### src/rtl/bp_nonsynth_axil_nbf_sink_if.sv
// AXI-Lite bundle between the NBF loader (master) and the NBF sink (slave).
// All five channels live here; clock and reset stay plain ports on the modules.
interface bp_nonsynth_axil_nbf_sink_if #(
  parameter int ADDR_WIDTH = 64,
  parameter int DATA_WIDTH = 32
);
  logic [ADDR_WIDTH-1:0]   awaddr;
  logic                    awvalid;
  logic                    awready;
  logic [2:0]              awprot;
  logic [DATA_WIDTH-1:0]   wdata;
  logic                    wvalid;
  logic                    wready;
  logic [DATA_WIDTH/8-1:0] wstrb;
  logic                    bvalid;
  logic                    bready;
  logic [1:0]              bresp;
  logic [ADDR_WIDTH-1:0]   araddr;
  logic                    arvalid;
  logic                    arready;
  logic [2:0]              arprot;
  logic [DATA_WIDTH-1:0]   rdata;
  logic                    rvalid;
  logic                    rready;
  logic [1:0]              rresp;

  modport master (
    output awaddr, awvalid, awprot, wdata, wvalid, wstrb, bready,
           araddr, arvalid, arprot, rready,
    input  awready, wready, bvalid, bresp, arready, rdata, rvalid, rresp
  );

  modport slave (
    input  awaddr, awvalid, awprot, wdata, wvalid, wstrb, bready,
           araddr, arvalid, arprot, rready,
    output awready, wready, bvalid, bresp, arready, rdata, rvalid, rresp
  );
endinterface

### src/rtl/bp_nonsynth_axil_nbf_sink.sv
// AXI-Lite write slave that reassembles five 32-bit NBF flits into one command
// and hands it off on a valid/ready port; a read returns {fin, command count}.
module bp_nonsynth_axil_nbf_sink #(
  parameter int          S_AXIL_ADDR_WIDTH = 64,
  parameter int          S_AXIL_DATA_WIDTH = 32,
  parameter logic [63:0] nbf_host_addr_p   = 64'h0,
  parameter logic [7:0]  nbf_finish_op_p   = 8'hFF
) (
  input  logic                          s_axil_aclk,
  input  logic                          s_axil_aresetn,
  bp_nonsynth_axil_nbf_sink_if.slave    s_axil,
  output logic [7:0]                    nbf_opcode_o,
  output logic [63:0]                   nbf_addr_o,
  output logic [63:0]                   nbf_data_o,
  output logic                          nbf_v_o,
  input  logic                          nbf_ready_i,
  output logic                          fin_o
);

  localparam logic [1:0] RESP_OKAY   = 2'b00;
  localparam logic [1:0] RESP_SLVERR = 2'b10;

  logic        run_reg;
  logic        aw_full_reg;
  logic        aw_ok_reg;
  logic        w_full_reg;
  logic [31:0] w_data_reg;
  logic [3:0]  w_strb_reg;
  logic [2:0]  flit_cnt_reg;
  logic [31:0] flit_reg [4];
  logic        bvalid_reg;
  logic [1:0]  bresp_reg;
  logic        nbf_v_reg;
  logic [7:0]  nbf_opcode_reg;
  logic [63:0] nbf_addr_reg;
  logic [63:0] nbf_data_reg;
  logic [30:0] cmd_count_reg;
  logic        fin_reg;
  logic        rvalid_reg;
  logic [31:0] rdata_reg;

  logic stall;
  logic commit;
  logic commit_ok;
  logic aw_hs;
  logic w_hs;
  logic ar_hs;

  // A pending command or an unaccepted B response freezes the whole write path.
  assign stall     = nbf_v_reg | (bvalid_reg & ~s_axil.bready);
  assign commit    = aw_full_reg & w_full_reg & ~stall;
  assign commit_ok = commit & aw_ok_reg & (w_strb_reg == 4'hF);

  assign s_axil.awready = run_reg & ~aw_full_reg & ~stall;
  assign s_axil.wready  = run_reg & ~w_full_reg & ~stall;
  assign s_axil.arready = run_reg & ~rvalid_reg;
  assign aw_hs = s_axil.awvalid & s_axil.awready;
  assign w_hs  = s_axil.wvalid & s_axil.wready;
  assign ar_hs = s_axil.arvalid & s_axil.arready;

  assign s_axil.bvalid = bvalid_reg;
  assign s_axil.bresp  = bresp_reg;
  assign s_axil.rvalid = rvalid_reg;
  assign s_axil.rdata  = rdata_reg;
  assign s_axil.rresp  = RESP_OKAY;

  assign nbf_opcode_o = nbf_opcode_reg;
  assign nbf_addr_o   = nbf_addr_reg;
  assign nbf_data_o   = nbf_data_reg;
  assign nbf_v_o      = nbf_v_reg;
  assign fin_o        = fin_reg;

  logic unused_inputs;
  assign unused_inputs = ^{s_axil.awprot, s_axil.arprot, s_axil.araddr};

  always_ff @(posedge s_axil_aclk or negedge s_axil_aresetn) begin
    if (!s_axil_aresetn) begin
      run_reg     <= 1'b0;
      aw_full_reg <= 1'b0;
      aw_ok_reg   <= 1'b0;
      w_full_reg  <= 1'b0;
      w_data_reg  <= '0;
      w_strb_reg  <= '0;
      bvalid_reg  <= 1'b0;
      bresp_reg   <= RESP_OKAY;
    end else begin
      run_reg <= 1'b1;
      // The address is reduced to an accept flag at capture; nothing else needs it.
      if (aw_hs) begin
        aw_full_reg <= 1'b1;
        aw_ok_reg   <= (s_axil.awaddr == nbf_host_addr_p[S_AXIL_ADDR_WIDTH-1:0]);
      end else if (commit) begin
        aw_full_reg <= 1'b0;
      end
      if (w_hs) begin
        w_full_reg <= 1'b1;
        w_data_reg <= s_axil.wdata[31:0];
        w_strb_reg <= s_axil.wstrb[3:0];
      end else if (commit) begin
        w_full_reg <= 1'b0;
      end
      if (commit) begin
        bvalid_reg <= 1'b1;
        bresp_reg  <= commit_ok ? RESP_OKAY : RESP_SLVERR;
      end else if (s_axil.bready) begin
        bvalid_reg <= 1'b0;
      end
    end
  end

  // Flits 0..3 are staged; flit 4 carries the opcode and completes the command.
  for (genvar gi = 0; gi < 4; gi++) begin : g_flit
    always_ff @(posedge s_axil_aclk or negedge s_axil_aresetn) begin
      if (!s_axil_aresetn) begin
        flit_reg[gi] <= '0;
      end else if (commit_ok && (flit_cnt_reg == 3'(gi))) begin
        flit_reg[gi] <= w_data_reg;
      end
    end
  end

  always_ff @(posedge s_axil_aclk or negedge s_axil_aresetn) begin
    if (!s_axil_aresetn) begin
      flit_cnt_reg   <= '0;
      nbf_v_reg      <= 1'b0;
      nbf_opcode_reg <= '0;
      nbf_addr_reg   <= '0;
      nbf_data_reg   <= '0;
      cmd_count_reg  <= '0;
      fin_reg        <= 1'b0;
    end else begin
      if (commit_ok) begin
        if (flit_cnt_reg == 3'd4) begin
          flit_cnt_reg   <= '0;
          nbf_v_reg      <= 1'b1;
          nbf_opcode_reg <= w_data_reg[7:0];
          nbf_addr_reg   <= {flit_reg[3], flit_reg[2]};
          nbf_data_reg   <= {flit_reg[1], flit_reg[0]};
        end else begin
          flit_cnt_reg <= flit_cnt_reg + 3'd1;
        end
      end
      if (nbf_v_reg && nbf_ready_i) begin
        nbf_v_reg     <= 1'b0;
        cmd_count_reg <= cmd_count_reg + 31'd1;
        if (nbf_opcode_reg == nbf_finish_op_p) begin
          fin_reg <= 1'b1;
        end
      end
    end
  end

  always_ff @(posedge s_axil_aclk or negedge s_axil_aresetn) begin
    if (!s_axil_aresetn) begin
      rvalid_reg <= 1'b0;
      rdata_reg  <= '0;
    end else if (ar_hs) begin
      rvalid_reg <= 1'b1;
      rdata_reg  <= {fin_reg, cmd_count_reg};
    end else if (s_axil.rready) begin
      rvalid_reg <= 1'b0;
    end
  end

endmodule
### src/flat_wrapper.sv
// flat-port wrapper written by rule: the top's interface ports become plain ports
module bp_nonsynth_axil_nbf_sink_flat 
#(
  parameter int          S_AXIL_ADDR_WIDTH = 64,
  parameter int          S_AXIL_DATA_WIDTH = 32,
  parameter logic [63:0] nbf_host_addr_p   = 64'h0,
  parameter logic [7:0]  nbf_finish_op_p   = 8'hFF
)
  (s_axil_aclk, s_axil_aresetn, nbf_opcode_o, nbf_addr_o, nbf_data_o, nbf_v_o, nbf_ready_i, fin_o, s_axil_awaddr, s_axil_awvalid, s_axil_awprot, s_axil_wdata, s_axil_wvalid, s_axil_wstrb, s_axil_bready, s_axil_araddr, s_axil_arvalid, s_axil_arprot, s_axil_rready, s_axil_awready, s_axil_wready, s_axil_bvalid, s_axil_bresp, s_axil_arready, s_axil_rdata, s_axil_rvalid, s_axil_rresp);
  bp_nonsynth_axil_nbf_sink_if s_axil_i ();
  input  logic s_axil_aclk;
  input  logic s_axil_aresetn;
  output logic [7:0] nbf_opcode_o;
  output logic [63:0] nbf_addr_o;
  output logic [63:0] nbf_data_o;
  output logic nbf_v_o;
  input  logic nbf_ready_i;
  output logic fin_o;
  input wire logic [$bits(s_axil_i.awaddr)-1:0] s_axil_awaddr;
  input wire logic [$bits(s_axil_i.awvalid)-1:0] s_axil_awvalid;
  input wire logic [$bits(s_axil_i.awprot)-1:0] s_axil_awprot;
  input wire logic [$bits(s_axil_i.wdata)-1:0] s_axil_wdata;
  input wire logic [$bits(s_axil_i.wvalid)-1:0] s_axil_wvalid;
  input wire logic [$bits(s_axil_i.wstrb)-1:0] s_axil_wstrb;
  input wire logic [$bits(s_axil_i.bready)-1:0] s_axil_bready;
  input wire logic [$bits(s_axil_i.araddr)-1:0] s_axil_araddr;
  input wire logic [$bits(s_axil_i.arvalid)-1:0] s_axil_arvalid;
  input wire logic [$bits(s_axil_i.arprot)-1:0] s_axil_arprot;
  input wire logic [$bits(s_axil_i.rready)-1:0] s_axil_rready;
  output wire logic [$bits(s_axil_i.awready)-1:0] s_axil_awready;
  output wire logic [$bits(s_axil_i.wready)-1:0] s_axil_wready;
  output wire logic [$bits(s_axil_i.bvalid)-1:0] s_axil_bvalid;
  output wire logic [$bits(s_axil_i.bresp)-1:0] s_axil_bresp;
  output wire logic [$bits(s_axil_i.arready)-1:0] s_axil_arready;
  output wire logic [$bits(s_axil_i.rdata)-1:0] s_axil_rdata;
  output wire logic [$bits(s_axil_i.rvalid)-1:0] s_axil_rvalid;
  output wire logic [$bits(s_axil_i.rresp)-1:0] s_axil_rresp;
  assign s_axil_i.awaddr = s_axil_awaddr;
  assign s_axil_i.awvalid = s_axil_awvalid;
  assign s_axil_i.awprot = s_axil_awprot;
  assign s_axil_i.wdata = s_axil_wdata;
  assign s_axil_i.wvalid = s_axil_wvalid;
  assign s_axil_i.wstrb = s_axil_wstrb;
  assign s_axil_i.bready = s_axil_bready;
  assign s_axil_i.araddr = s_axil_araddr;
  assign s_axil_i.arvalid = s_axil_arvalid;
  assign s_axil_i.arprot = s_axil_arprot;
  assign s_axil_i.rready = s_axil_rready;
  assign s_axil_awready = s_axil_i.awready;
  assign s_axil_wready = s_axil_i.wready;
  assign s_axil_bvalid = s_axil_i.bvalid;
  assign s_axil_bresp = s_axil_i.bresp;
  assign s_axil_arready = s_axil_i.arready;
  assign s_axil_rdata = s_axil_i.rdata;
  assign s_axil_rvalid = s_axil_i.rvalid;
  assign s_axil_rresp = s_axil_i.rresp;
  bp_nonsynth_axil_nbf_sink #(.S_AXIL_ADDR_WIDTH(S_AXIL_ADDR_WIDTH), .S_AXIL_DATA_WIDTH(S_AXIL_DATA_WIDTH), .nbf_host_addr_p(nbf_host_addr_p), .nbf_finish_op_p(nbf_finish_op_p)) u_core (.s_axil_aclk(s_axil_aclk), .s_axil_aresetn(s_axil_aresetn), .s_axil(s_axil_i), .nbf_opcode_o(nbf_opcode_o), .nbf_addr_o(nbf_addr_o), .nbf_data_o(nbf_data_o), .nbf_v_o(nbf_v_o), .nbf_ready_i(nbf_ready_i), .fin_o(fin_o));
endmodule
### config.mk
export PLATFORM = sky130hd
export DESIGN_NAME = bp_nonsynth_axil_nbf_sink_flat
export DESIGN_NICKNAME = d
export VERILOG_FILES = /design/src/rtl/bp_nonsynth_axil_nbf_sink_if.sv /design/src/rtl/bp_nonsynth_axil_nbf_sink.sv /design/src/flat_wrapper.sv
export SDC_FILE = /design/constraint.sdc
export NUM_CORES = 1
export LEC_CHECK = 0
export CORE_ASPECT_RATIO = 1.2
export CORE_UTILIZATION = 30
export CTS_CLUSTER_SIZE = 8
export DETAILED_ROUTE_END_ITERATION = 6
export HOLD_SLACK_MARGIN = 0.05
export SLEW_MARGIN = 0
export SYNTH_ARGS = -nofsm -noshare
export SYNTH_HDL_FRONTEND = slang
export SYNTH_SLANG_ARGS = --single-unit
### constraint.sdc
create_clock -name s_axil_aclk -period 2.4 [get_ports s_axil_aclk]
set_input_delay 0.24 -clock s_axil_aclk [delete_from_list [all_inputs] [get_ports s_axil_aclk]]
set_output_delay 0.24 -clock s_axil_aclk [all_outputs]
set_load 0.05 [all_outputs]
==> results of run 1 <==
[cells in the mapped netlist, types with 2 or more instances]
cell      instances
buf_2            21
dfrtp_1         375
o31ai_1           2
buf_6            10
and4_1            4
nor4_1           17
or2_2             2
nand4_1          19
and3_1            3
and2_1            3
nor4_4            2
inv_1             9
mux2_1            9
ha_1              6
clkbuf_1          4
conb_1            2
nand3_1          14
nor2_1            5
xnor2_1          25
a21oi_1           2
xor2_1            5
buf_4             3
o21ai_0           5
nand2_1          19
mux2_2          325
[cell type report]
class                   instances  area (um^2)  area share, %
clock buffers                  58         1388          7.063
clock inverters                 2        17.52        0.08916
inverters                       9        33.78         0.1720
multi-input cells             480         4783          24.35
flip-flops and latches        375         9384          47.76
well taps                     623        779.5          3.968
repair buffers                316         3261          16.60
[logic make-up after synthesis]
group	synth area share, %
AOI/OAI and AO/OA	0.3989
buffers and inverters	2.003
xor gates and xnor gates	1.821
other	0.05206
DFF	65.05
adders and majority gates	0.5204
muxes	26.14
and+or+nand+nor	4.016
[per-stage QoR]
stage	power [mW]	cell area (um^2)	worst slack, ps
after floorplan	7.651	14450	-25.10
after global placement	8.341	18230	188.2
after detailed placement	8.368	18230	166.7
after CTS	15.01	19640	17.14
after global routing	15.41	19650	54.88
final	14.73	19650	134.8
[layout by cell type, fill, tap and decap left out, types with 3 or more instances in the layout]
master	instances
and2_1	3
and3_1	3
and4_1	4
buf_12	14
buf_4	20
clkbuf_1	3
clkbuf_16	55
clkdlybuf4s50_1	279
conb_1	4
dfrtp_1	375
ha_1	6
inv_1	9
mux2_1	9
mux2_2	325
nand2_1	19
nand3_1	13
nand4_1	19
nor2_1	5
nor4_1	17
o21ai_0	5
xnor2_1	25
xor2_1	5
[how the worst min path moves through the flow]
stage,to,start,slack (ps)
after floorplan,u_core.aw_full_reg,s_axil_aresetn,-60
after global placement,u_core.s_axil.rdata[12],s_axil_aresetn,210
after detailed placement,u_core.cmd_count_reg[19],s_axil_aresetn,200
after CTS,u_core.s_axil.rdata[5],s_axil_aresetn,200
after global routing,u_core.s_axil.rdata[12],s_axil_aresetn,240
final,u_core.cmd_count_reg[17],s_axil_aresetn,200
[routing by layer]
metal  GRT usage [%]  vias to the layer above  part of all wire, %  wire length (um)
li1                -                     3860                    -                 -
met1           17.15                     4394                   42             14210
met2           23.86                      187                   50             16780
met3           3.686                       55                  5.2              1731
met4           4.843                        0                  2.5               825
met5               0                        -                    0                 0
[power by group]
part           internal (mW)  total (mW)  switching, mW
Clock                   3.99        6.50           2.51
Sequential              6.69        7.15          0.463
Combinational          0.577        1.08          0.506
[timing repair]
action | 4_1_cts | 5_1_grt
setup endpoints to repair | 0 | 1
hold buffers | 1 | 0
gates resized for setup | 0 | 1
hold endpoints to repair | 153 | 0
==> parameters.txt, run 1 <==
Parameter                              Value

Outcome
  Result of the run    complete, no violations

Timing
  Worst Skew    between 15 and 20 ps
  Total of endpoints with negative setup slack in the final report    0
  Fmax achieved    441.5 MHz
  Transition time of the tightest slew-check pin    593.0 ps
  Final-layout setup total negative slack    0 ps
  Setup repair after global routing missed its margin    no
  Worst hold slack across all endpoints    195.8 ps
  Tightest slew margin relative to the limit    60.34%
  Max-slew violation total from the final report    0
  Period minus WS final    ~2300 ps
  Period Utilization, post-route    94.38%
  Number of hold violations in the final report    0

Setup path
  R2R Path End    u_core.nbf_addr_o[3]
  Endpoint kind of the worst setup timing path    output pin
  Minimum setup slack among reg-to-reg paths    340 ps
  Worst Reg2Reg Path Length in Cells    5
  Capture point of the critical path    s_axil_arready
  Crit Path Class    flip-flop to output pin
  Startpoint of the worst setup timing path    u_core.s_axil.rvalid
  Slowest stage delay, CP    830 ps
  Required time at the worst-slack endpoint    2160 ps
  Cell chain of the critical path    nor2b_2 > clkdlybuf4s50_1
  Kind of cell adding the most delay to the critical path    buffers and inverters
  Largest driver fanout on the critical path    3
  Reg2reg start    u_core.nbf_v_o
  Total stage count of the critical path    2
  Startpoint Class    flip-flop
  Critical path buffer and inverter count    1
  Data arrival time of the worst path    2030 ps
  Critical Path Slowest Stage Cell    clkdlybuf4s50_1

Yosys
  Synthesis-stage register bit count    375
  Number of enable-type register cells in the synthesized netlist    0
  Yosys top cell by area    dfrtp_1
  Gate count of the mapped netlist    900
  Share of synthesized flip-flops with an asynchronous set or reset    100.0%
  Sequential fraction of the synthesis area    65.05%
  Main area contributors after synthesis    dfrtp_1, mux2_2, xnor2_1
  Synth cell types    34
  Number of warnings reported in the yosys synthesis log    0
  Portion of synthesized cell area occupied by the leading cell type    65.05%
  Netlist Area Pre-Place    0.01443 mm^2
  Post-Synthesis Mean Instance Area    16.03 um^2
  Leading register cell type out of synthesis    dfrtp_1

Clock tree
  TritonCTS clock tree    built
  Total CTS buffers    53
  Library cell used as clock root buffer    clkbuf_16
  H-tree depth    2
  Reg clk slew, reported paths    50 ps
  CTS sink count    375
  Source-to-sink clock delay at the later pin of the worst-skew pair    approximately 570 ps
  Clock tree buffer depth    3
  Setup bufs post-CTS    0

Placed design
  Count of input and output buffers    283
  Placer's final routability congestion estimate    0.8053
  Placed cells    roughly 1,800
  HPWL after detailed placement    roughly 22 mm

GRT
  Pin count of the biggest net entering global routing    between 80 and 90
  Number of global-route vias before repair    9,239
  First-pass GRT wire length    53.76 mm
  Initial antenna violation count    0
  Overflow left after global routing    0
  GRT Resource Usage Total    between 10 and 15%

Die
  Number of core rows    87
  Number of placed I/O pins    357
  Effective utilization at floorplan    30.54%
  Vert. Die Dim    between 200 and 250 um
  Area of the placeable core    ~0.047 mm^2
  Die boundary width    202.2 um
  Area of the die    ~0.05 mm^2

Finish
  Area growth from synthesis to layout    36.18%
  Inserted Diodes    0
  Fill count    4,393
  Flip-flop count of the largest register, all copies and words added    128
  Share of final-layout standard cells stronger than drive strength 1    about 35%
  Final Net Count    1,419
  Core utilization of the finished layout    41.59%
  Filler-free cell count of the finished design    around 1,900

Power and ir drop
  P per Cell Area    749.9 mW/mm^2
  Leakage component of the power    9.435 nW
  Worst ir drop on vdd    0.0006232 V

Routing
  Number of optimization iterations in the first detailed-route pass    4
  Post-detailed-route count of antenna-violating nets    0
  Via-per-instance ratio    4.560
  Iter 0 DRT Violations    237
  Overall via count from detail_route    8,496
  Average wire length per cell after detail routing    18.00 um
  Number of remaining DRC errors    0
  Routed wire length    33.54 mm

Flow run
  Count of max-cap constraint violations    0

Hold path
  Path category of the worst min-delay check    primary input to async pin
Note: power is estimated with default switching activity, not from simulation.
==> run 2, diff against run 1 <==
--- a/config.mk
+++ b/config.mk
@@ -10,5 +10,4 @@
 export CTS_CLUSTER_SIZE = 8
 export DETAILED_ROUTE_END_ITERATION = 6
-export HOLD_SLACK_MARGIN = 0.05
 export SLEW_MARGIN = 0
 export SYNTH_ARGS = -nofsm -noshare
==> constraint.sdc (replaced) <==
create_clock -name s_axil_aclk -period 2.4 [get_ports s_axil_aclk]
set_input_delay 0.24 -clock s_axil_aclk [delete_from_list [all_inputs] [get_ports s_axil_aclk]]
set_output_delay 0.24 -clock s_axil_aclk [all_outputs]
set_load 0.02 [all_outputs]
==> run 2 against run 1 <==
Sequential share of layout area is essentially flat. Worst setup slack gained 30 ps. Register-to-register slack gained 110 ps. Sequential power is essentially flat. Clock power is essentially flat. Fmax grew 1.3%. Via count shrank 0.51%. Global-route usage grew 0.22 points. Sequential cell count is the same. Cell area is essentially flat. Total power shrank 0.55%. Worst hold slack gained 35 ps. Critical path type unchanged.
==> parameters.txt, run 2 (synthesized netlist as in run 1, its figures left out) <==
Parameter                              Value

GRT
  Overflow left after global routing    0 (unchanged)
  Initial antenna violation count    0 (unchanged)
  Pin count of the biggest net entering global routing    67 (-21%)
  GRT Resource Usage Total    14.26% (+0.22 points)
  First-pass GRT wire length    54.22 mm (+0.85%)
  Number of global-route vias before repair    9,342 (+1.1%)

Finish
  Area growth from synthesis to layout    36.11% (about the same)
  Commonest cells after routing, fill and taps aside    dfrtp_1, mux2_2, clkdlybuf4s50_1, clkbuf_16, xnor2_1
  Fill count    4,395 (+0.046%)
  Share of final-layout standard cells stronger than drive strength 1    34.41% (-0.11 points)
  Commonest non-fill, non-tap cell in the layout    dfrtp_1
  Final Net Count    1,420 (+0.070%)
  Flip-flop count of the largest register, all copies and words added    128 (unchanged)

Routing
  Average wire length per cell after detail routing    18.22 um (+1.2%)
  Routed wire length    33.99 mm (+1.3%)
  Overall via count from detail_route    8,453 (-0.51%)
  Number of optimization iterations in the first detailed-route pass    4 (unchanged)
  Post-detailed-route count of antenna-violating nets    0 (unchanged)
  Iter 0 DRT Violations    195 (-18%)
  Number of remaining DRC errors    0 (unchanged)
  Via-per-instance ratio    4.532 (-0.61%)

Timing
  Number of hold violations in the final report    0 (unchanged)
  Setup repair after global routing missed its margin    no
  Max-slew violation total from the final report    0 (unchanged)
  Worst hold slack across all endpoints    230.4 ps (+34.62 ps)
  Final-layout setup total negative slack    0 ps (unchanged)
  Worst Skew    12.23 ps (-3.203 ps)
  Transition time of the tightest slew-check pin    583.7 ps (-9.360 ps)
  Period minus WS final    2236 ps (-29.56 ps)
  Period Utilization, post-route    93.15% (-1.2 points)
  Fmax achieved    447.3 MHz (+1.3%)
  Tightest slew margin relative to the limit    61.09% (+0.75 points)
  Total of endpoints with negative setup slack in the final report    0 (unchanged)

Power and ir drop
  P per Cell Area    746.2 mW/mm^2 (-0.49%)
  Worst ir drop on vdd    0.0004499 V (-28%)
  Leakage component of the power    9.413 nW (-0.24%)

Die
  Area of the placeable core    0.04724 mm^2 (unchanged)
  Vert. Die Dim    242.2 um (unchanged)
  Die boundary width    202.2 um (unchanged)
  Number of placed I/O pins    357 (unchanged)
  Effective utilization at floorplan    30.54% (unchanged)
  Area of the die    0.04897 mm^2 (unchanged)
  Number of core rows    87 (unchanged)

Setup path
  Largest driver fanout on the critical path    9 (+6)
  Data arrival time of the worst path    2000 ps (-30 ps)
  Crit Path Class    flip-flop to output pin
  Endpoint kind of the worst setup timing path    output pin
  Required time at the worst-slack endpoint    2160 ps (about the same)
  Startpoint Class    flip-flop

Clock tree
  Source-to-sink clock delay at the later pin of the worst-skew pair    570 ps (about the same)
  Clock tree buffer depth    3 (unchanged)
  Total CTS buffers    53 (unchanged)
  Reg clk slew, reported paths    50 ps (about the same)
  Library cell used as clock root buffer    clkbuf_16
  H-tree depth    2 (unchanged)
  TritonCTS clock tree    built
  CTS sink count    375 (unchanged)

Placed design
  Count of input and output buffers    283 (unchanged)
  HPWL after detailed placement    22.55 mm (+0.85%)
  Placer's final routability congestion estimate    0.7965 (-1.1%)

Flow run
  Count of max-cap constraint violations    0 (unchanged)

Hold path
  Path category of the worst min-delay check    primary input to async pin

Outcome
  Result of the run    complete, no violations
==> run 2: cell count changes in the layout (fill, tap and decap cells not counted), sizes merged <==
| cell | delta |
|---|---|
| dlymetal6s2s | -1 |
| diode | +1 |
| dlygate4sd2 | +2 |
| clkinv | +1 |
| clkdlybuf4s50 | +1 |
| buf | -1 |
| inv | -1 |
==> run 2: stage by stage <==
step / instances / instance area (um^2) / utilization [%] / worst slack [ps] / power, mW
floorplan: 902 / 14430 / - / 307.8 / 7.561
finish: 1865 / 19640 / 41.56 / 164.4 / 14.65
detailed placement: 1803 / 18210 / 38.55 / 173.4 / 8.301
global placement: 1803 / 18210 / 38.55 / 197.5 / 8.266
CTS: 1864 / 19630 / 41.56 / 134.4 / 14.97
global route: 1864 / 19630 / 41.56 / 71.94 / 15.35
==> run 2: per-layer routing <==
metal | global-route usage (%) | part of all wire (%)
met3 | 3.941 | 5.5
met2 | 24.07 | 50
met1 | 17.35 | 42
met4 | 5.108 | 2.8
met5 | 0 | 0
==> run 2: critical path, cell delays in order, from the launching register on <==
cell and delay, ps:
dfrtp_1 500, nor4b_2 410, buf_4 180, dlygate4sd2_1 340
==> run 2: path summary, 6_finish.rpt <==
kind                       depth (start not counted)                     to  slack [ps]                   start
min in group s_axil_aclk                           2   u_core.s_axil.rvalid         260           s_axil_rready
hold / removal                                     2  u_core.nbf_addr_o[42]         230          s_axil_aresetn
max in group asynchronous                          3  u_core.w_data_reg[23]        1350          s_axil_aresetn
hold reg to reg                                    1   u_core.nbf_addr_o[1]         470     u_core.flit_reg[33]
setup reg to reg                                   6  u_core.nbf_data_o[50]         450  u_core.flit_cnt_reg[0]
setup / recovery                                   3         s_axil_awready         160          u_core.nbf_v_o
==> run 2: final cells by class <==
class / instances / area (um^2) / share of cell area [%]
repair buffers: 317 / 3256 / 16.58
clock buffers: 58 / 1386 / 7.060
flip-flops and latches: 375 / 9384 / 47.79
inverters: 9 / 33.78 / 0.1721
well taps: 623 / 779.5 / 3.970
diodes: 1 / 2.502 / 0.01274
multi-input cells: 480 / 4772 / 24.30
clock inverters: 2 / 21.27 / 0.1083
==> run 2: power breakdown <==
part           internal [mW]  switching [mW]
sequential              6.69           0.458
clock                   3.99            2.52
combinational          0.569           0.434
total                   11.2            3.41
==> run 2: what timing repair did <==
action	CTS	global route
hold buffers	1	0
setup buffers	0	0
hold endpoints to repair	51	0
setup endpoints to repair	2	0
resized for setup	3	0
==> run 3, diff against run 2 <==
- ABC_CLOCK_PERIOD_IN_PS: not set -> 2400
- GPL_TIMING_DRIVEN: not set -> 1
==> results of run 3 <==
No change in the layout: final DEF, timing and power equal those of run 2.
